`src/rtl/dpll_pkg.sv`:
```
// Shared DPLL definitions: default K-counter widths, phase-error direction
// encoding and the modulus clamp used wherever k_sel is consumed.
package dpll_pkg;

  localparam int K_MAX_DEF = 8;
  localparam int K_MIN_DEF = 3;

  localparam logic DIR_LEAD = 1'b1;
  localparam logic DIR_LAG  = 1'b0;

  function automatic logic [3:0] clamp_k(input logic [3:0] k_sel,
                                         input logic [3:0] k_min,
                                         input logic [3:0] k_max);
    if (k_sel < k_min)
      return k_min;
    else if (k_sel > k_max)
      return k_max;
    else
      return k_sel;
  endfunction

endpackage

```
`src/rtl/sync2.sv`:
```
// Two-flop synchronizer with asynchronous active-low reset; output resets to 0.
module sync2 (
  input  logic clk,
  input  logic rst,
  input  logic d,
  output logic q
);

  logic meta;

  always_ff @(posedge clk or negedge rst) begin
    if (!rst) begin
      meta <= 1'b0;
      q    <= 1'b0;
    end else begin
      meta <= d;
      q    <= meta;
    end
  end

endmodule

```
`src/rtl/k_counter_filter.sv`:
```
// DPLL K-counter loop filter: two modulo-2^k_q counters, one per error direction.
// Optional lock detector built when LOCK_DETECT_EN is defined.
module k_counter_filter
  import dpll_pkg::*;
#(
  parameter int K_MAX       = K_MAX_DEF,
  parameter int K_MIN       = K_MIN_DEF,
  parameter int LOCK_CYCLES = 64
) (
  input  logic       clk,
  input  logic       rst,
  input  logic       en,
  input  logic       dir,
  input  logic [3:0] k_sel,
  output logic       carry,
  output logic       borrow,
  output logic       lock
);

  localparam logic [K_MAX-1:0] ONE = K_MAX'(1);

  if (K_MIN < 1 || K_MIN > K_MAX || K_MAX > 15 || LOCK_CYCLES < 1) begin : g_bad_param
    $error("k_counter_filter: illegal parameter combination");
  end

  logic             dir_s;
  logic [3:0]       k_q;
  logic [K_MAX-1:0] up_cnt;
  logic [K_MAX-1:0] dn_cnt;
  logic [K_MAX:0]   m_val;
  logic [K_MAX-1:0] term;
  logic             up_hit;
  logic             dn_hit;

  sync2 u_sync (
    .clk (clk),
    .rst (rst),
    .d   (dir),
    .q   (dir_s)
  );

  // M = 2^k_q; at k_q = K_MAX the low K_MAX bits are 0 and term becomes all ones
  assign m_val  = {{K_MAX{1'b0}}, 1'b1} << k_q;
  assign term   = m_val[K_MAX-1:0] - ONE;
  assign up_hit = en && (dir_s == DIR_LEAD) && (up_cnt >= term);
  assign dn_hit = en && (dir_s == DIR_LAG)  && (dn_cnt >= term);

  always_ff @(posedge clk or negedge rst) begin
    if (!rst) begin
      k_q    <= 4'(K_MIN);
      up_cnt <= '0;
      dn_cnt <= '0;
      carry  <= 1'b0;
      borrow <= 1'b0;
    end else begin
      k_q    <= clamp_k(k_sel, 4'(K_MIN), 4'(K_MAX));
      carry  <= up_hit;
      borrow <= dn_hit;
      if (en) begin
        if (dir_s == DIR_LEAD)
          up_cnt <= up_hit ? '0 : up_cnt + ONE;
        else
          dn_cnt <= dn_hit ? '0 : dn_cnt + ONE;
      end
    end
  end

`ifdef LOCK_DETECT_EN
  localparam int QW = $clog2(LOCK_CYCLES + 1);

  logic [QW-1:0] quiet_cnt;

  always_ff @(posedge clk or negedge rst) begin
    if (!rst) begin
      quiet_cnt <= '0;
      lock      <= 1'b0;
    end else begin
      lock <= (quiet_cnt >= QW'(LOCK_CYCLES));
      if (up_hit || dn_hit)
        quiet_cnt <= '0;
      else if (en && (quiet_cnt < QW'(LOCK_CYCLES)))
        quiet_cnt <= quiet_cnt + QW'(1);
    end
  end
`else
  assign lock = 1'b0;
`endif

endmodule

```
`config.mk`:
```
export PLATFORM = sky130hd
export DESIGN_NAME = k_counter_filter
export DESIGN_NICKNAME = d
export VERILOG_FILES = /design/src/rtl/dpll_pkg.sv /design/src/rtl/sync2.sv /design/src/rtl/k_counter_filter.sv
export SDC_FILE = /design/constraint.sdc
export NUM_CORES = 1
export LEC_CHECK = 0
export ABC_AREA = 1
export CORE_MARGIN = 4
export CORE_UTILIZATION = 35
export DETAILED_ROUTE_END_ITERATION = 10
export PLACE_DENSITY = 0.6
export SETUP_SLACK_MARGIN = 0.4
export SYNTH_ARGS = -nofsm -noshare
export SYNTH_HDL_FRONTEND = slang
export SYNTH_SLANG_ARGS = --single-unit
```
`constraint.sdc`:
```
create_clock -name clk -period 3.84 [get_ports clk]
set_input_delay 0.768 -clock clk [delete_from_list [all_inputs] [get_ports clk]]
set_output_delay 0.768 -clock clk [all_outputs]
set_load 0.03 [all_outputs]
```
* Yosys cells after proc, flatten, opt, wreduce, memory -nomap -nowiden
Cells that the tools add are included.
** Word-level totals
- Bits in registers :: 24
- Input bits :: 8
- Output and inout port bits :: 3
- Word-level logic and storage cells :: 26
** Cells by class
- Add/subtract/negate cells :: 3
- Magnitude comparators :: 4
- Shift-type cells :: 1
- Mux-type cells :: 4
- Bitwise gates (word level) :: 1
- Reductions and logical operators :: 6
** Operator list (number)
- adder 8 x 1 -> 8 bit (second input constant) :: 2
- greater-or-equal comparator 8 bit :: 2
- 2-to-1 mux 8 bit :: 2
- 2-to-1 mux 4 bit :: 2
- << shifter 1 x 4 -> 8 bit (first input constant) :: 1
- subtractor 8 x 1 -> 8 bit (second input constant) :: 1
- greater-than comparator 4 bit (second input constant) :: 1
- logical AND 1 bit :: 4
- less-than comparator 4 x 2 -> 1 bit (second input constant) :: 1
- AND reduction 2 bit :: 2
- NOT 1 bit :: 1

* Longest topological paths before layout
- Depth after elaboration :: 5
- Gate-level depth with buffers :: 16
- Gate-level depth less buffers :: 16

* Modules after synthesis
From an unflattened synthesis, not the netlist that was laid out.
** Second synthesis, totals
- Cells, all modules :: 204
- Area total of the unflattened synthesis :: 1589.0 um2
** By module, submodules not included
- k_counter_filter :: instances 1, cells an instance 202, area each 1539.0 um2, sequential area each 553.0 um2
- sync2 :: instances 1, cells an instance 2, area each 50.0 um2, sequential area each 50.0 um2

* Worst setup path before layout
OpenSTA, ideal clock, no wires.
- Path kind :: reg-to-reg
- Start :: reg k_q[2]
- End :: reg dn_cnt[2]
- Library setup time :: 75 ps
- Arrival time :: 1954 ps
- Data required time :: 3765 ps
- Path slack :: 1811 ps
- Stages on the path, launching flop included :: 15
- Path buffers :: 0
- Period minus slack after synthesis :: 2029 ps
- Path through :: dfrtp_1 nor2_4 nand2_1 ha_1 xor2_1 ha_1 nand2_1 nand2_1 nand2_1 nand2_1 nand2_1 nand3_1 nand2_2 nand2_4 a21oi_2
** On the way
- Cells in the longest elaborated chain, start to end :: 5
** Ends and longest elaborated chain
- start: declaration :: RTL line k_counter_filter.sv:27 : logic [3:0] k_q;
- start signal: assignment :: RTL line k_counter_filter.sv:50 : k_q <= 4'(K_MIN);
- start signal: assignment :: RTL line k_counter_filter.sv:56 : k_q <= clamp_k(k_sel, 4'(K_MIN), 4'(K_MAX));
- << shifter 1 x 4 -> 8 bit :: RTL line k_counter_filter.sv:43 : assign m_val = {{K_MAX{1'b0}}, 1'b1} << k_q;
- subtractor 8 x 1 -> 8 bit :: RTL line k_counter_filter.sv:44 : assign term = m_val[K_MAX-1:0] - ONE;
- greater-or-equal comparator 8 bit :: RTL line k_counter_filter.sv:46 : assign dn_hit = en && (dir_s == DIR_LAG) && (dn_cnt >= term);
- logical AND 1 bit :: RTL line k_counter_filter.sv:46
- 2-to-1 mux 8 bit :: RTL line k_counter_filter.sv:63 : dn_cnt <= dn_hit ? '0 : dn_cnt + ONE;
- end signal: assignment :: RTL line k_counter_filter.sv:63
- end: declaration :: RTL line k_counter_filter.sv:29 : logic [K_MAX-1:0] dn_cnt;
Every way passes these cells.
A chain may end at the register's enable or synchronous reset.

* Worst setup path in the final report
- Start :: in en
- End :: reg dn_cnt[7]
** On the way
- Cells in the longest elaborated chain, start to end :: 3
- Elaborated cells between the ends (all ways) :: 4
- Classes of those cells :: 1 x mux; 3 x reduce/logical
** Ends and longest elaborated chain
- start: declaration :: RTL line k_counter_filter.sv:12 : input logic en,
- logical AND 1 bit (2 in series) :: RTL line k_counter_filter.sv:46
- 2-to-1 mux 8 bit :: RTL line k_counter_filter.sv:63
Several ways; a longest one is shown, not always the timed one.

==> flow_metrics.py <==
metrics = {
    "sta": {
        "finalHoldViolations": 0,
        "drv_slew": 0,
        "setup_viol": 0,
        "fin_tns_setup_ns": 0,
        "grt_setup_unrepaired": "false",
        "clock_skew_ns": 0.003953,
        "slew_headroom_pct": 31.52,
        "fin_crit_ns": 2.406,
        "min_period_over_period_pct": 62.66,
        "fmax_ghz": 0.4156,
        "worst_slew_pin_slew_ns": 1.024,
    },
    "pwr": {
        "sw_frac_of_total_pct": 37.37,
        "power.internal_uw": 531.2,
        "seqPwrFrac_pct": 44.9,
        "power_uw": 848.2,
        "power_frac_comb_pct": 34.8,
        "power.net_switching_uw": 317.0,
        "power_density_nw_per_um2": 471.4,
        "p_clk_share_pct": 20.2,
        "p_leak_uw": 0.0009297,
        "vdd_drop_max_uv": 197.9,
    },
    "logic_synthesis": {
        "netlist_area_sq_um": 1604,
        "syn_inst": 203,
        "ys.flop_type": "dfrtp_1",
        "synth_fp_nets": 226,
        "synth-edff-count": 0,
        "yosys.area.top_type_share_pct": 34.32,
        "synth_area_leaders": "dfrtp_1 (34%), ha_1 (12%), nand2_1 (11%)",
        "avgSynthCellArea_sq_um": 7.902,
        "synthTopCellsByCount": "nand2_1 (48), inv_1 (33), dfrtp_1 (22)",
        "synth_warnings": 0,
        "yosysTopAreaCell": "dfrtp_1",
        "ys_seq_area_share_pct": 37.60,
        "async_reset_ff_share_pct": 100.0,
        "ys_seq_elements": 24,
        "ys_types": 28,
        "yosys.cell_count.top_type": "nand2_1",
    },
    "placement": {
        "dp.cells": 261,
        "dp_hpwl_um": 2325,
        "io_buffer_count": 9,
        "gp_congestion": 0.7716,
    },
    "global_routing": {
        "grt_pass1_wl_um": 5140,
        "grt.overflow.total": 0,
        "grt_use_total_pct": 11.95,
        "grt_max_degree": 25,
        "antenna_found_initial": 0,
        "grt_pass1_vias": 1125,
    },
    "worst_hold_path": {
        "min_delay_path_depth": 0,
        "holdPathEnd": "u_sync.q",
        "min-delay-start": "u_sync.meta",
        "hold_path_class": "flip-flop to flip-flop",
    },
    "setup_path": {
        "path_max_fanout": 8,
        "worst-setup-path-type": "primary input to flip-flop",
        "crit_chain": "clkdlybuf4s50_1, inv_1, nor2_1, nand4_1, nor2_1, nand2_1, nor3_1, xnor2_1, a21oi_2",
        "arrival_ns": 2.57,
        "path_common_cell": "nor2_1",
        "slowest_stage": "clkdlybuf4s50_1",
        "critical_path_required_ns": 4.00,
        "setup.worst_path.start_class": "primary input",
        "critPathMaxStageDelay_ns": 0.47,
        "r2r-start": "k_q[2]",
        "r2r_cells": 14,
        "regToRegSetupSlack_ns": 1.46,
        "startpoint": "en",
        "crit_family": "simple AND/OR/NAND/NOR gates",
        "rr_endpoint": "dn_cnt[3]",
        "cp-end-kind": "flip-flop",
        "path_buf_inv": 2,
    },
    "floorplan": {
        "die-area_sq_um": 5730,
        "initial_core_util_pct": 36.59,
        "core_area_sq_um": 4384,
        "die_h_um": 75.70,
        "die_w_um": 75.70,
        "rows": 24,
        "io_pins": 11,
    },
    "finish": {
        "n_antenna_cell": 0,
        "drive_gt1_share_pct": 12.68,
        "syn2layout_area_growth_pct": 12.17,
        "fillers": 452,
        "instances_no_fill": 265,
        "nets": 237,
    },
    "clock_network": {
        "max-clock-path-buffers": 2,
        "cts_sinks": 24,
        "clk_transition_reported_paths_ns": 0.08,
        "cts_setup_buffers": 0,
        "cts_tree": "yes",
        "cts-resized-gates": 0,
        "cts_hold_buf": 0,
        "clk_latency_ns": 0.27,
        "htreeDepth": 1,
        "cts_buffers": 3,
        "cts_root_buf": "clkbuf_8",
    },
    "detailed_routing": {
        "dr.pass1.iters": 4,
        "wire_per_inst_um": 10.93,
        "via_per_inst": 4.558,
        "vias": 1208,
        "totalWireLength_um": 2897,
        "route.detailed.drc": 0,
        "drtAntennaViolNets": 0,
        "drtIter0Drc": 42,
    },
    "outcome": {
        "status": "complete, no violations",
    },
    "run": {
        "drv_cap": 0,
    },
}
[power by group through the flow]
stage	logic [uW]	registers [uW]	clock network, uW
after floorplan	241	367	0
after global placement	295	388	0
after detailed placement	298	387	0
after CTS	301	382	177
after global routing	355	395	190
final	296	381	172
[routing by layer]
metal	GRT usage (%)	share of wire [%]	wire length [um]
met4	5.631	2.6	74
met3	1.583	1.8	52
met1	17.75	54	1578
met2	17.07	41	1192
met5	0	0	0
[layout make-up]
| type | count | area (sq um) | share of cell area (%) |
|---|---|---|---|
| multi-input combinational | 139 | 843.3 | 46.87 |
| sequential | 24 | 603.1 | 33.52 |
| inverter | 36 | 135.1 | 7.510 |
| timing repair buffer | 10 | 97.59 | 5.424 |
| tap | 52 | 65.06 | 3.616 |
| clock buffer | 4 | 55.05 | 3.060 |
[cell usage in the layout (no fill, tap or decap), drive strengths merged, types with 2 or more instances in the layout]
master,synthesis,final
a21o,2,2
a21oi,15,15
clkbuf,2,4
clkdlybuf4s50,0,9
dfrtp,22,22
dfstp,2,2
ha,15,15
inv,36,36
nand2,54,54
nand3,11,11
nand4,6,6
nor2,14,14
nor3,5,5
o21ai,4,4
xor2,7,7
[how the worst max path moves through the flow]
stage	endpoint	slack [ns]	cells after the start
after global routing	dn_cnt[2]	1.20	14
after detailed placement	dn_cnt[7]	1.15	9
after floorplan	dn_cnt[2]	1.81	14
after global placement	dn_cnt[7]	1.19	9
after CTS	dn_cnt[3]	1.40	14
final	dn_cnt[7]	1.43	9
[through the flow]
stage               utilization [%]  setup slack, ns  instance area (sq um)  hold WS (ns)
global placement              39.78            1.195                   1744        0.3372
finish                        41.04            1.434                   1799        0.3522
floorplan                         -            1.811                   1604        0.3312
global route                  41.04            1.199                   1799        0.3689
CTS                           41.04            1.400                   1799        0.3546
detailed placement            39.78            1.154                   1744        0.3347
[worst register-to-register path: cells and delay by family (launching register included)]
| family | cells | cell delay, ns |
|---|---|---|
| XOR/XNOR | 1 | 0.27 |
| adder cells (fa/ha/maj) | 2 | 0.53 |
| AO/OA/AOI/OAI | 1 | 0.12 |
| flip-flops | 1 | 0.46 |
| AND/OR/NAND/NOR | 10 | 0.95 |
[sequential cells by signal, indices dropped and copies added (netlist names)]
register	cells
u_sync.q	1
borrow	1
dn_cnt	8
up_cnt	8
u_sync.meta	1
carry	1
k_q	4
[kinds of logic after synthesis]
family | after synthesis | share of synthesized area [%]
and+or+nand+nor | 91 | 26.60
other | 1 | 0.2338
xor gates and xnor gates | 8 | 4.368
AOI/OAI and AO/OA | 24 | 9.672
adders and majority gates | 15 | 11.70
buffers and inverters | 40 | 9.828
DFF | 24 | 37.60
(Power assumes the default switching activity.)
